**src/rtl/brew_plant.sv**
```systemverilog
// Behavioural brew vat: turns FSM actuator commands into temp/level sensor readings.
// Integer, prescaler-driven dynamics; all outputs registered.
module brew_plant #(
    parameter logic [7:0]  AMBIENT   = 8'd20,
    parameter int unsigned HEAT_DIV  = 4,
    parameter int unsigned COOL_DIV  = 8,
    parameter int unsigned FILL_DIV  = 2,
    parameter int unsigned GRAIN_VOL = 10,
    parameter int unsigned LEVEL_MAX = 200
) (
    input  logic       clk,
    input  logic       reset,
    input  logic       heat,
    input  logic       agitate,
    input  logic       chute,
    input  logic [2:0] pump,
    output logic [7:0] temp,
    output logic [7:0] level,
    output logic       overflow,
    output logic       dry_fire
);

    localparam int unsigned CW = 16;
    localparam logic [CW-1:0] HEAT_LIM_AG = CW'(HEAT_DIV - 1);
    localparam logic [CW-1:0] HEAT_LIM_NA = CW'(2 * HEAT_DIV - 1);
    localparam logic [CW-1:0] COOL_LIM    = CW'(COOL_DIV - 1);
    localparam logic [CW-1:0] FILL_LIM    = CW'(FILL_DIV - 1);
    localparam logic signed [9:0] LVL_MAX_S = 10'(LEVEL_MAX);
    localparam logic signed [9:0] GRAIN_S   = 10'(GRAIN_VOL);

    logic [7:0]    temp_q, temp_d;
    logic [7:0]    level_q, level_d;
    logic          overflow_q, overflow_d;
    logic          dry_fire_q, dry_fire_d;
    logic [CW-1:0] heat_cnt_q, heat_cnt_d;
    logic [CW-1:0] cool_cnt_q, cool_cnt_d;
    logic [CW-1:0] pump_cnt_q, pump_cnt_d;
    logic          chute_q, chute_d;
    logic [1:0]    pump_code_q, pump_code_d;

    logic          heat_tick, cool_en, cool_tick, pump_valid, pump_tick;
    logic [CW-1:0] heat_lim, pump_cnt_eff;
    logic [8:0]    temp_sum;
    logic signed [9:0] step_s, fill_s, drain_s, grain_s, lvl_sum;

    // State register with synchronous reset.
    always_ff @(posedge clk) begin
        if (reset) begin
            temp_q      <= AMBIENT;
            level_q     <= 8'd0;
            overflow_q  <= 1'b0;
            dry_fire_q  <= 1'b0;
            heat_cnt_q  <= '0;
            cool_cnt_q  <= '0;
            pump_cnt_q  <= '0;
            chute_q     <= 1'b0;
            pump_code_q <= 2'b00;
        end else begin
            temp_q      <= temp_d;
            level_q     <= level_d;
            overflow_q  <= overflow_d;
            dry_fire_q  <= dry_fire_d;
            heat_cnt_q  <= heat_cnt_d;
            cool_cnt_q  <= cool_cnt_d;
            pump_cnt_q  <= pump_cnt_d;
            chute_q     <= chute_d;
            pump_code_q <= pump_code_d;
        end
    end

    // Prescalers, temperature and level update.
    always_comb begin
        temp_d      = temp_q;
        level_d     = level_q;
        overflow_d  = overflow_q;
        dry_fire_d  = dry_fire_q;
        chute_d     = chute;
        pump_code_d = pump[1:0];
        temp_sum    = '0;

        heat_lim   = agitate ? HEAT_LIM_AG : HEAT_LIM_NA;
        heat_tick  = heat && (heat_cnt_q >= heat_lim);
        heat_cnt_d = (!heat || heat_tick) ? '0 : heat_cnt_q + CW'(1);

        cool_en    = !heat && (temp_q > AMBIENT);
        cool_tick  = cool_en && (cool_cnt_q >= COOL_LIM);
        cool_cnt_d = (!cool_en || cool_tick) ? '0 : cool_cnt_q + CW'(1);

        // A direction change restarts the count; a speed change does not.
        pump_valid   = pump[0] ^ pump[1];
        pump_cnt_eff = (pump_code_q == pump[1:0]) ? pump_cnt_q : '0;
        pump_tick    = pump_valid && (pump_cnt_eff >= FILL_LIM);
        pump_cnt_d   = (!pump_valid || pump_tick) ? '0 : pump_cnt_eff + CW'(1);

        if (heat_tick) begin
            temp_sum = {1'b0, temp_q} + ((level_q == 8'd0) ? 9'd2 : 9'd1);
            temp_d   = temp_sum[8] ? 8'd255 : temp_sum[7:0];
            if (level_q == 8'd0) begin
                dry_fire_d = 1'b1;
            end
        end else if (cool_tick) begin
            temp_d = temp_q - 8'd1;
        end

        step_s  = pump[2] ? 10'sd2 : 10'sd1;
        fill_s  = (pump_tick && pump[0]) ? step_s : 10'sd0;
        drain_s = (pump_tick && pump[1]) ? step_s : 10'sd0;
        grain_s = (chute && !chute_q) ? GRAIN_S : 10'sd0;
        lvl_sum = $signed({2'b00, level_q}) + fill_s + grain_s - drain_s;

        if (lvl_sum < 10'sd0) begin
            level_d = 8'd0;
        end else if (lvl_sum > LVL_MAX_S) begin
            level_d    = 8'(LEVEL_MAX);
            overflow_d = 1'b1;
        end else begin
            level_d = lvl_sum[7:0];
        end
    end

    assign temp     = temp_q;
    assign level    = level_q;
    assign overflow = overflow_q;
    assign dry_fire = dry_fire_q;

endmodule
```
**config.mk**
```make
export PLATFORM = sky130hd
export DESIGN_NAME = brew_plant
export DESIGN_NICKNAME = d
export VERILOG_FILES = /design/src/rtl/brew_plant.sv
export SDC_FILE = /design/constraint.sdc
export NUM_CORES = 1
export LEC_CHECK = 0
export CORE_AREA = 2 2 105 107
export CTS_CLUSTER_DIAMETER = 200
export DETAILED_ROUTE_END_ITERATION = 10
export DIE_AREA = 0 0 107 109
export DONT_BUFFER_PORTS = 1
export HOLD_SLACK_MARGIN = 0.02
export PLACE_DENSITY = 0.43
export SLEW_MARGIN = 20
export SYNTH_ARGS = -nofsm -noshare
export SYNTH_HDL_FRONTEND = slang
export SYNTH_SLANG_ARGS = --single-unit
```
**constraint.sdc**
```tcl
create_clock -name clk -period 14.7 [get_ports clk]
set_clock_uncertainty 0.15 [all_clocks]
set_input_delay 0.735 -clock clk [delete_from_list [all_inputs] [get_ports clk]]
set_output_delay 0.735 -clock clk [all_outputs]
set_load 0.05 [all_outputs]
```
# [Word level (Yosys, flattened, before mapping)]
# Cells that the tools add are included.
[op_classes] add_sub_neg=8 n_lt_le_gt_ge=6 eq_ne=1 mux=11 bitwise=2 n_reduce_logical=23
[ops] op="$add A16 B1 Y16 const B" n=3
[ops] op="$mux W8" n=4
[ops] op="$add A8 B2 Y9" n=2
[ops] op="$ge A16 B1 Y1 const B" n=1
[ops] op="$ge A16 B3 Y1" n=1
[ops] op="$ge A16 B3 Y1 const B" n=1
[ops] op="$mux W16" n=1
[ops] op="$add A9 B4 Y10" n=1
[ops] op="$gt A10 B9 Y1 const B" n=1
[ops] op="$lt A10 B1 Y1 const B" n=1
[ops] op="$sub A10 B3 Y10" n=1
[ops] op="$gt A8 B5 Y1 const B" n=1
[ops] op="$logic_not A8 Y1" n=1
[ops] op="$mux W2" n=4
[ops] op="$reduce_or A2 Y1" n=4
[ops] op="$sub A8 B1 Y8 const B" n=1
[ops] op="$logic_and A1 B1 Y1" n=7
[ops] op="$logic_not A1 Y1" n=4
[ops] op="$mux W4" n=1
[ops] op="$reduce_and A2 Y1" n=2
[ops] op="$logic_or A1 B1 Y1" n=3
[ops] op="$mux W3" n=1
[ops] op="$reduce_or A3 Y1" n=1
[ops] op="$eq A2 B2 Y1" n=1
[ops] op="3 further kinds" n=3
[word_totals] regBits=69 out_inout_bits=18

# [Depth between registers and ports, before layout]
# Gate-level depths: netlist of the first run.
[logic_depth] word_depth=12 mapped_depth=19 ltp_nobuf=19

# [Worst setup path after synthesis of the first run]
# No wires, ideal clock.
[synth_timing] path_kind="input to register" from="in pump[1]" to="reg level_q[4] (netlist: level[4])" t_arrival_ns=4.823 t_required_ns=14.408 path_slack_ns=9.585 stages=18 path_buffers=0 path_cell_list="xor2_1 > nor2_1 > and2_1 > inv_1 > ha_1 > a211o_1 > and4b_1 > fa_1 > inv_1 > fa_1 > inv_1 > ha_1 > fa_1 > a21o_1 > a221oi_2 > o21a_1 > mux2i_1 > nor4b_1"
[synth_via] elab_chain_cells=11 word_cells_on_any_way=15 classes_between="3 x add/sub; 3 x order compare; 1 x eq/ne; 3 x mux; 1 x bitwise; 4 x reduce/logical"
[synth_lines] item="from (decl)" line_no="16" text="input logic [2:0] pump,"
[synth_lines] item="$eq A2 B2 Y1" line_no="91" text="pump_cnt_eff = (pump_code_q == pump[1:0]) ? pump_cnt_q : '0;"
[synth_lines] item="$mux W16" line_no="91"
[synth_lines] item="$ge A16 B1 Y1" line_no="92" text="pump_tick = pump_valid && (pump_cnt_eff >= FILL_LIM);"
[synth_lines] item="$logic_and A1 B1 Y1" line_no="92"
[synth_lines] item="$logic_and A1 B1 Y1" line_no="106" text="fill_s = (pump_tick && pump[0]) ? step_s : 10'sd0;"
[synth_lines] item="$mux W2" line_no="106"
[synth_lines] item="$add A8 B2 Y9" line_no="109" text="lvl_sum = $signed({2'b00, level_q}) + fill_s + grain_s - drain_s;"
[synth_lines] item="$add A9 B4 Y10" line_no="109"
[synth_lines] item="$sub A10 B3 Y10 *" line_no="109"
[synth_lines] item="$lt A10 B1 Y1 / $gt A10 B9 Y1 (equally long branches)" line_no="111, 113"
[synth_lines] item="$reduce_or A3 Y1 (no source line)"
[synth_lines] item="to (signal assigned)" line_no="60" text="level_q <= level_d;"
[synth_lines] item="to (decl)" line_no="32" text="logic [7:0] level_q, level_d;"
# Every way passes the cells marked *; elsewhere a longest branch is shown, timed or not.
# A chain may end at the register's enable or synchronous reset.

# [Worst setup path in the final report of the first run]
[layout_timing] from="in pump[1]" to="reg level_q[1] (netlist: level[1])"
# Same word-level chain as after synthesis.

==> reports/qor.txt, run 1 <==
FF/Latch Area: 1380 um2
syn_area_per_cell: 10.1 um2
TritonCTS Sinks: 69
CP peak stage delay: 0.57 ns
crit path launch: pump[1]
initial core utilization: 29.1%
Die X: 107 um
min-delay src: heat_cnt_q[0]
GP Congestion: 0.734
RSZ-0062 raised after global routing: no
CP Class: in -> reg
Power Internal: 0.000446 W
Root Buffer: clkbuf_8
Worst-Margin Slew: 0.839 ns
final core utilization: 33.7%
buffer levels on the longest clock path: 2
Filler Cell Count: 1090
Top Ports: 26
Vias: 2177
hpwl dp: 4550 um
most frequent cells in the layout: 69 x dfxtp_1, 37 x conb_1, 33 x inv_1
reg2reg start: pump_code_q[1]
CTS resizes: 0
IR Drop Worst-Case VDD: 0.0928 mV
endpoints failing setup: 0
Worst EP required: 14.74 ns
fin area: 3570 um2
die area: 11700 um2
max frequency: 194 MHz
clock share of power: 19.7%
via/cell ratio: 4.42
share of flip-flops with an asynchronous set or reset: 0%
Sequential Power Share: 34.8%
DR DRC count: 0
DRT Pass-1 Iters: 4
antenna viol nets, final: 0
power per cell area: 222 nW/um2
Max H-tree Level: 3
pin count of the biggest net entering global routing: 17
number of antenna violations at the first check in global routing: 0
Psw: 0.000349 W
grt ovf: 0
flops & latches, synth: 69
clock latency on the worst-skew pair: 0.34 ns
crit path DAT: 5.19 ns
commonest non-fill, non-tap cell in the layout: dfxtp_1
fin crit share: 35.0%
Cell Chain, Critical Path: xor2_1, nor2_1, and2_1, inv_1, ha_1, a211o_1, and4b_1, fa_1, inv_1, fa_1, inv_1, ha_1, fa_1, a21o_1, a221oi_2, o21a_1, mux2i_1, nor4_1
sw frac: 43.9%
# diodes: 0
Mapped Area: 3090 um2
nets: 388
type of the most critical hold path: reg -> reg
Post-Route Setup TNS: 0 ns
yosys warns: 0
Pins Over Slew Limit: 0
Worst Setup End Kind: flip-flop
count of flip-flops with a built-in enable after synthesis: 0
Slowest-stage cell, CP: mux2i_1
Max-cap violations: 0
postcts setup bufs: 0
CTS clock-pin slew for the worst setup and hold paths: 0.08 ns
CTS tree: done
Max-slew headroom: 44.0%
area grow syn2layout: 15.8%
Tmin final: 5.15 ns
Netlist cell types: 59
Buffers on Ports: 0
CP Max Fanout: 8
sequential area share after synthesis: 44.8%
cts hold-fix bufs: 0
first-pass GRT wire length: 10200 um
initial drt markers: 60
# rows: 38
final wirelength: 5930 um
Syn Inst Count: 306
aggregate global-route resource usage: 11.2%
die height: 109 um
Num CTS Buffers: 9
Logic pwr share: 45.4%
area of the multi-input gates: 1690 um2
cell area after placement: 3370 um2
Core Box Area: 10600 um2
crit path launch type: input port
vias in the first global route: 2105
Register-to-Register Setup Slack: 9.65 ns
LEAKAGE: 1.54 nW
outcome: completed
Final Power: 0.000795 W
Fin. Hold Viols: 0
Top FF cell, synth: dfxtp_1
routed len/inst: 12.0 um
layout cells sized above 1: 7.65%
[state kept, by name (all words and copies together) (netlist names)]
signal / cells
cool_cnt_q: 16
heat_cnt_q: 16
pump_cnt_q: 16
level: 8
temp: 8
pump_code_q: 2
chute_q: 1
dry_fire: 1
overflow: 1
[critical path, delay by kind of cell]
family | cells | cell delay [ns]
XOR/XNOR | 1 | 0.14
adder cells (fa/ha/maj) | 5 | 1.81
AO/OA/AOI/OAI | 4 | 1.01
multiplexers | 1 | 0.57
buffers and inverters | 3 | 0.17
AND/OR/NAND/NOR | 4 | 0.74
[cell type report]
type                            instances  share of cell area (%)
Multi-Input combinational cell        235                    47.2
Tap cell                              140                    4.90
Clock buffer                            9                    3.47
Inverter                               33                    3.47
Clock inverter                          7                    2.28
Sequential cell                        69                    38.7
[per-stage QoR]
step	setup WS [ns]	instances	hold WS, ns
5_1_grt	9.26	493	0.295
3_5_place_dp	9.22	477	0.287
2_1_floorplan	9.58	342	0.268
3_3_place_gp	9.23	477	0.281
6_report	9.55	493	0.304
4_1_cts	9.56	493	0.294
[power by group through the flow]
stage	logic (W)	registers, W	clock network (W)
after detailed placement	0.000358	0.000283	0
after global placement	0.000362	0.000283	0
final	0.000361	0.000277	0.000157
after floorplan	0.000307	0.000270	0
after global routing	0.000411	0.000281	0.000173
after CTS	0.000362	0.000278	0.000163
[path summary, 6_finish.rpt]
path,end,depth (start not counted)
max,level[1],18
min,heat_cnt_q[0],1
max reg2reg,level[1],18
min reg2reg,heat_cnt_q[0],1
[routing by layer]
layer,GRT usage [%],up-vias,share of wire (%)
met4,4.45,0,0.71
met5,0,-,0
met1,13.8,1008,49
li1,-,1140,-
met2,18.2,27,46
met3,3.77,2,4.8
[kinds of logic after synthesis]
logic type      count (synthesis)  share of synthesized area, %
xor+xnor                       13                          3.69
fa+ha+maj                      32                          13.9
compound gates                 49                          12.9
mux                             5                          1.78
simple gates                   99                          17.8
buf+inv                        38                          4.95
flops                          69                          44.8
other cells                     1                         0.121
[synthesized netlist by cell type (2+ instances only)]
library cell | instances | area share [%]
nand2_1 | 13 | 1.6
and2_1 | 4 | 0.81
or3_1 | 5 | 1.0
a21oi_1 | 5 | 0.81
o221a_2 | 2 | 0.73
nor4_1 | 12 | 2.4
clkbuf_1 | 2 | 0.24
dfxtp_1 | 69 | 45
nor2b_1 | 8 | 1.6
a31oi_1 | 5 | 1.0
nand2b_1 | 2 | 0.41
a21o_1 | 4 | 0.97
o22ai_1 | 2 | 0.41
a211o_1 | 2 | 0.57
and4_1 | 2 | 0.57
inv_1 | 33 | 4.0
xor2_1 | 6 | 1.7
mux2i_1 | 4 | 1.3
nor3_1 | 4 | 0.65
o311ai_0 | 2 | 0.57
nand3_1 | 6 | 0.97
fa_1 | 4 | 2.6
xnor2_1 | 7 | 2.0
nor4b_1 | 3 | 0.85
nand4_1 | 3 | 0.61
nor2_1 | 24 | 2.9
ha_1 | 28 | 11
and3_1 | 3 | 0.61
o21a_1 | 2 | 0.49
buf_2 | 2 | 0.32
o221ai_1 | 2 | 0.57
a211oi_1 | 7 | 1.7
o311a_1 | 2 | 0.65
and3b_1 | 2 | 0.57
No activity file was read; power rests on OpenSTA's default activity.
==> inputs of run 2 (changes only) <==
==> constraint.sdc (replaced) <==
create_clock -name clk -period 5 [get_ports clk]
set_clock_uncertainty 0.15 [all_clocks]
set_input_delay 0.25 -clock clk [delete_from_list [all_inputs] [get_ports clk]]
set_output_delay 0.25 -clock clk [all_outputs]
set_load 0.05 [all_outputs]
==> run 2 against run 1 <==
Register-to-register slack got worse by 9.4 ns. Routed wire length grew 2.1%. Critical path depth stayed put. Sequential cell count stayed put. Critical path type is now reg -> reg. Worst hold slack got worse by 0.25 ns. Global-route usage increased by 0.41 points. Sequential share of layout area decreased by 0.59 points. Largest power group unchanged. Die area stayed put. Combinational power increased to 3.0 times the previous value.
==> reports/qor.txt, run 2 (same netlist as run 1, synthesis figures left out) <==
Root Buffer: clkbuf_8
max frequency: 210 MHz
# diodes: 0
Filler Cell Count: 1109
number of antenna violations at the first check in global routing: 0
via/cell ratio: 4.45
CTS clock-pin slew for the worst setup and hold paths: 0.08 ns
nets: 394
CP peak stage delay: 0.53 ns
buffer levels on the longest clock path: 2
Worst Setup End Kind: flip-flop
first-pass GRT wire length: 10300 um
pin count of the biggest net entering global routing: 15
fin crit share: 95.2%
commonest non-fill, non-tap cell in the layout: dfxtp_1
Crit path top cell by count: inv_1
area grow syn2layout: 17.6%
IR Drop Worst-Case VDD: 0.252 mV
depth of the most critical reg-to-reg path: 18
Top Ports: 26
Pins Over Slew Limit: 0
endpoints failing setup: 0
CP Class: reg -> reg
DR DRC count: 0
TritonCTS Sinks: 69
hpwl dp: 4590 um
Cell Chain, Critical Path: xor2_1, nor2_2, and2_4, inv_1, ha_1, a211o_1, and4b_1, fa_1, inv_1, fa_1, inv_1, ha_1, fa_2, a21o_1, a21oi_1, xnor2_1, o311a_1, o311a_1
Num CTS Buffers: 9
# rows: 38
Die X: 107 um
Vias: 2221
antenna viol nets, final: 0
grt ovf: 0
Max H-tree Level: 3
DRT Pass-1 Iters: 4
reg-to-reg endpoint: overflow
die height: 109 um
outcome: completed
min-delay src: heat
CP top delay family: adder cells
crit path launch type: flip-flop
Worst Hold Path EP: temp[0]
type of the most critical hold path: in -> reg
initial core utilization: 29.1%
vias in the first global route: 2155
Register-to-Register Setup Slack: 0.24 ns
Non-Filler Instances: 499
crit path DAT: 4.84 ns
Slowest-stage cell, CP: fa_1
Buffers on Ports: 0
reg2reg start: pump_code_q[0]
Fin. Hold Viols: 0
Worst EP required: 5.08 ns
Worst-Margin Slew: 0.850 ns
layout cells sized above 1: 9.19%
routed len/inst: 12.1 um
CP bufs+invs: 3
placed insts: 478
die area: 11700 um2
Max-slew headroom: 43.3%
Tmin final: 4.76 ns
final wirelength: 6050 um
CP Max Fanout: 6
initial drt markers: 96
Hold Path Cell Cnt: 3
clock latency on the worst-skew pair: 0.34 ns
aggregate global-route resource usage: 11.7%
Core Box Area: 10600 um2
power per cell area: 641 nW/um2
Max-cap violations: 0
GP Congestion: 0.744
Final Power: 0.00233 W
most frequent cells in the layout: 69 x dfxtp_1, 37 x conb_1, 33 x inv_1
RSZ-0062 raised after global routing: no
Post-Route Setup TNS: 0 ns
LEAKAGE: 1.56 nW
CTS tree: done
top flop regs: cool_cnt_q: 16 flops, heat_cnt_q: 16 flops, pump_cnt_q: 16 flops
-- run 2: timing repair --
action / CTS / global route
gates resized for setup: 0 / 5
setup buffers: 0 / 0
hold buffers: 5 / 0
endpoints found under the hold margin: 20 / 0
endpoints found under the setup margin: 0 / 9
-- run 2: how the worst max path moves through the flow --
stage / from / end / slack, ns / cells past startpoint
detailed placement: pump_code_q[1] / level[4] / 0.12 / 19
global placement: pump_code_q[1] / overflow / 0.20 / 18
CTS: pump_code_q[1] / level[4] / 0.08 / 19
floorplan: pump_code_q[1] / level[4] / 0.34 / 18
global route: pump_code_q[0] / overflow / 0.02 / 18
finish: pump_code_q[0] / overflow / 0.24 / 18
-- run 2: report_power, final --
part | total (W) | leakage [nW] | switching [W] | internal [W]
sequential | 0.000814 | 0.573 | 0.000204 | 0.000611
combinational | 0.00109 | 0.899 | 0.000613 | 0.000480
clock | 0.000418 | 0.0853 | 0.000222 | 0.000196
-- run 2: worst register-to-register path: cells and delay by family (launching register included) --
family	cells	cell delay [ns]
AOI/OAI and AO/OA	5	1.44
and+or+nand+nor	3	0.57
DFF	1	0.31
buffers and inverters	3	0.15
xor gates and xnor gates	2	0.26
adders and majority gates	5	1.77
-- run 2: per-stage QoR --
stage	utilization (%)	instance area (um2)	worst slack, ns	hold slack [ns]
after global placement	31.8	3380	0.204	0.178
after floorplan	-	3220	0.344	0.227
after global routing	34.2	3630	0.0221	0.0344
final	34.2	3630	0.239	0.0513
after detailed placement	31.8	3380	0.116	0.179
after CTS	34.0	3610	0.0802	0.0276
-- run 2: layout make-up --
type                       instances  area, um2  area share [%]
multi-input combinational        235       1710            47.1
clock inverter                     6       45.0            1.24
tap                              140        175            4.83
clock buffer                      10        138            3.79
sequential                        69       1380            38.1
inverter                          33        124            3.41
timing repair buffer               6       57.6            1.59
-- run 2: layer usage --
layer | vias up | GRT usage (%) | share of wire [%]
li1 | 1149 | - | -
met1 | 1027 | 14.1 | 48
met2 | 35 | 18.7 | 45
met3 | 10 | 4.48 | 4.9
met4 | 0 | 4.73 | 1.7
met5 | - | 0 | 0
==> inputs of run 3 (changes only) <==
--- a/config.mk
+++ b/config.mk
@@ -11,7 +11,7 @@
 export DIE_AREA = 0 0 107 109
 export DONT_BUFFER_PORTS = 1
 export HOLD_SLACK_MARGIN = 0.02
-export PLACE_DENSITY = 0.43
+export PLACE_DENSITY = 0.55
 export SLEW_MARGIN = 20
 export SYNTH_ARGS = -nofsm -noshare
 export SYNTH_HDL_FRONTEND = slang
==> run 3 against run 2 <==
Via count down 0.86%. Worst setup slack better by 0.049 ns. Power down 2.1%. Final area down 0.55%. Fmax up 1.0%.
==> reports/qor.txt, run 3 (same netlist as run 1, synthesis figures left out) <==
Die X: 107 um
type of the most critical hold path: in -> reg
crit path launch type: flip-flop
clock latency on the worst-skew pair: 0.34 ns
CP top delay family: adder cells
top flop regs: cool_cnt_q: 16 flops, heat_cnt_q: 16 flops, pump_cnt_q: 16 flops
# diodes: 0
Buffers on Ports: 0
endpoints failing setup: 0
Worst Setup End Kind: flip-flop
IR Drop Worst-Case VDD: 0.295 mV
LEAKAGE: 1.55 nW
die area: 11700 um2
CP peak stage delay: 0.53 ns
Register-to-Register Setup Slack: 0.29 ns
fin area: 3610 um2
Filler Cell Count: 1084
Slowest-stage cell, CP: fa_1
grt ovf: 0
CP Max Fanout: 6
vias in the first global route: 2188
Root Buffer: clkbuf_8
CTS tree: done
routed len/inst: 11.8 um
Max-slew headroom: 43.8%
initial drt markers: 85
CP bufs+invs: 3
Post-Route Setup TNS: 0 ns
Tmin final: 4.71 ns
final wirelength: 5880 um
pin count of the biggest net entering global routing: 15
TritonCTS Sinks: 69
Vias: 2202
CP Class: reg -> reg
area grow syn2layout: 16.9%
Top Ports: 26
Worst-Margin Slew: 0.842 ns
buffer levels on the longest clock path: 2
postcts setup bufs: 0
fin crit share: 94.2%
RSZ-0062 raised after global routing: no
DRT Pass-1 Iters: 4
max frequency: 212 MHz
Num CTS Buffers: 9
# rows: 38
hpwl dp: 4420 um
Worst EP required: 5.08 ns
aggregate global-route resource usage: 11.0%
nets: 394
DR DRC count: 0
crit path DAT: 4.79 ns
Max H-tree Level: 3
CTS clock-pin slew for the worst setup and hold paths: 0.08 ns
initial core utilization: 29.1%
first-pass GRT wire length: 10100 um
Core Box Area: 10600 um2
cell area after placement: 3380 um2
die height: 109 um
via/cell ratio: 4.42
Max-cap violations: 0
outcome: completed
number of antenna violations at the first check in global routing: 0
Cell Chain, Critical Path: xor2_1, nor2_2, and2_1, inv_1, ha_1, a211o_1, and4b_1, fa_1, inv_1, fa_1, inv_1, ha_1, fa_2, a21o_1, a21oi_1, xnor2_1, o311a_1, o311a_1
most frequent cells in the layout: 69 x dfxtp_1, 37 x conb_1, 33 x inv_1
Pins Over Slew Limit: 0
antenna viol nets, final: 0
layout cells sized above 1: 8.66%
Fin. Hold Viols: 0
commonest non-fill, non-tap cell in the layout: dfxtp_1
power per cell area: 631 nW/um2
Crit path top cell by count: inv_1
GP Congestion: 0.783
==> run 3: final cells by class <==
cell class / count / area [um2] / share of cell area [%]
multi-input cells: 235 / 1710 / 47.3
flip-flops and latches: 69 / 1380 / 38.3
well taps: 140 / 175 / 4.85
clock buffers: 9 / 124 / 3.43
inverters: 33 / 124 / 3.43
repair buffers: 6 / 57.6 / 1.60
clock inverters: 6 / 41.3 / 1.14
==> run 3: per-layer routing <==
| layer | global-route usage, % | share of wire [%] | vias to the layer above |
|---|---|---|---|
| met5 | 0 | 0 | - |
| met4 | 2.78 | 0.87 | 0 |
| met3 | 4.66 | 5.9 | 6 |
| met2 | 18.1 | 46 | 33 |
| met1 | 13.4 | 47 | 1015 |
| li1 | - | - | 1148 |
==> run 3: timing repair <==
| item | CTS | global route |
|---|---|---|
| resized for setup | 0 | 4 |
| hold buffers | 5 | 0 |
| hold endpoints to repair | 20 | 0 |
| endpoints found under the setup margin | 0 | 9 |
==> run 3: final timing paths <==
path                                startpoint            end  cells after the start
worst min-delay path                      heat        temp[0]                      2
worst max-delay path            pump_code_q[1]       overflow                     18
worst max register to register  pump_code_q[1]       overflow                     18
worst min register to register   heat_cnt_q[0]  heat_cnt_q[0]                      1
==> run 3: worst register-to-register path: stages (launching register included) <==
cell and delay, ns:
dfxtp_1 0.31, xor2_1 0.14, nor2_2 0.17, and2_1 0.17
inv_1 0.07, ha_1 0.20, a211o_1 0.31, and4b_1 0.22
fa_1 0.48, inv_1 0.06, fa_1 0.53, inv_1 0.04
ha_1 0.22, fa_2 0.36, a21o_1 0.19, a21oi_1 0.18
xnor2_1 0.12, o311a_1 0.40, o311a_1 0.31
==> run 3: where the power goes <==
| group | switching [W] | leakage [nW] | internal (W) |
|---|---|---|---|
| Sequential | 0.000203 | 0.573 | 0.000611 |
| Clock | 0.000203 | 0.0771 | 0.000176 |
| Combinational | 0.000605 | 0.896 | 0.000479 |
| Total | 0.00101 | 1.55 | 0.00127 |
==> run 3: through the flow <==
step           setup slack [ns]  util (%)  total power, W  hold slack [ns]  std cells
2_1_floorplan             0.344         -         0.00170            0.227        342
3_3_place_gp              0.228      31.8         0.00187            0.177        478
5_1_grt                  0.0116      34.0         0.00248           0.0529        498
6_report                  0.288      34.0         0.00228           0.0563        498
3_5_place_dp              0.134      31.8         0.00188            0.178        478
4_1_cts                   0.116      33.9         0.00228           0.0325        498
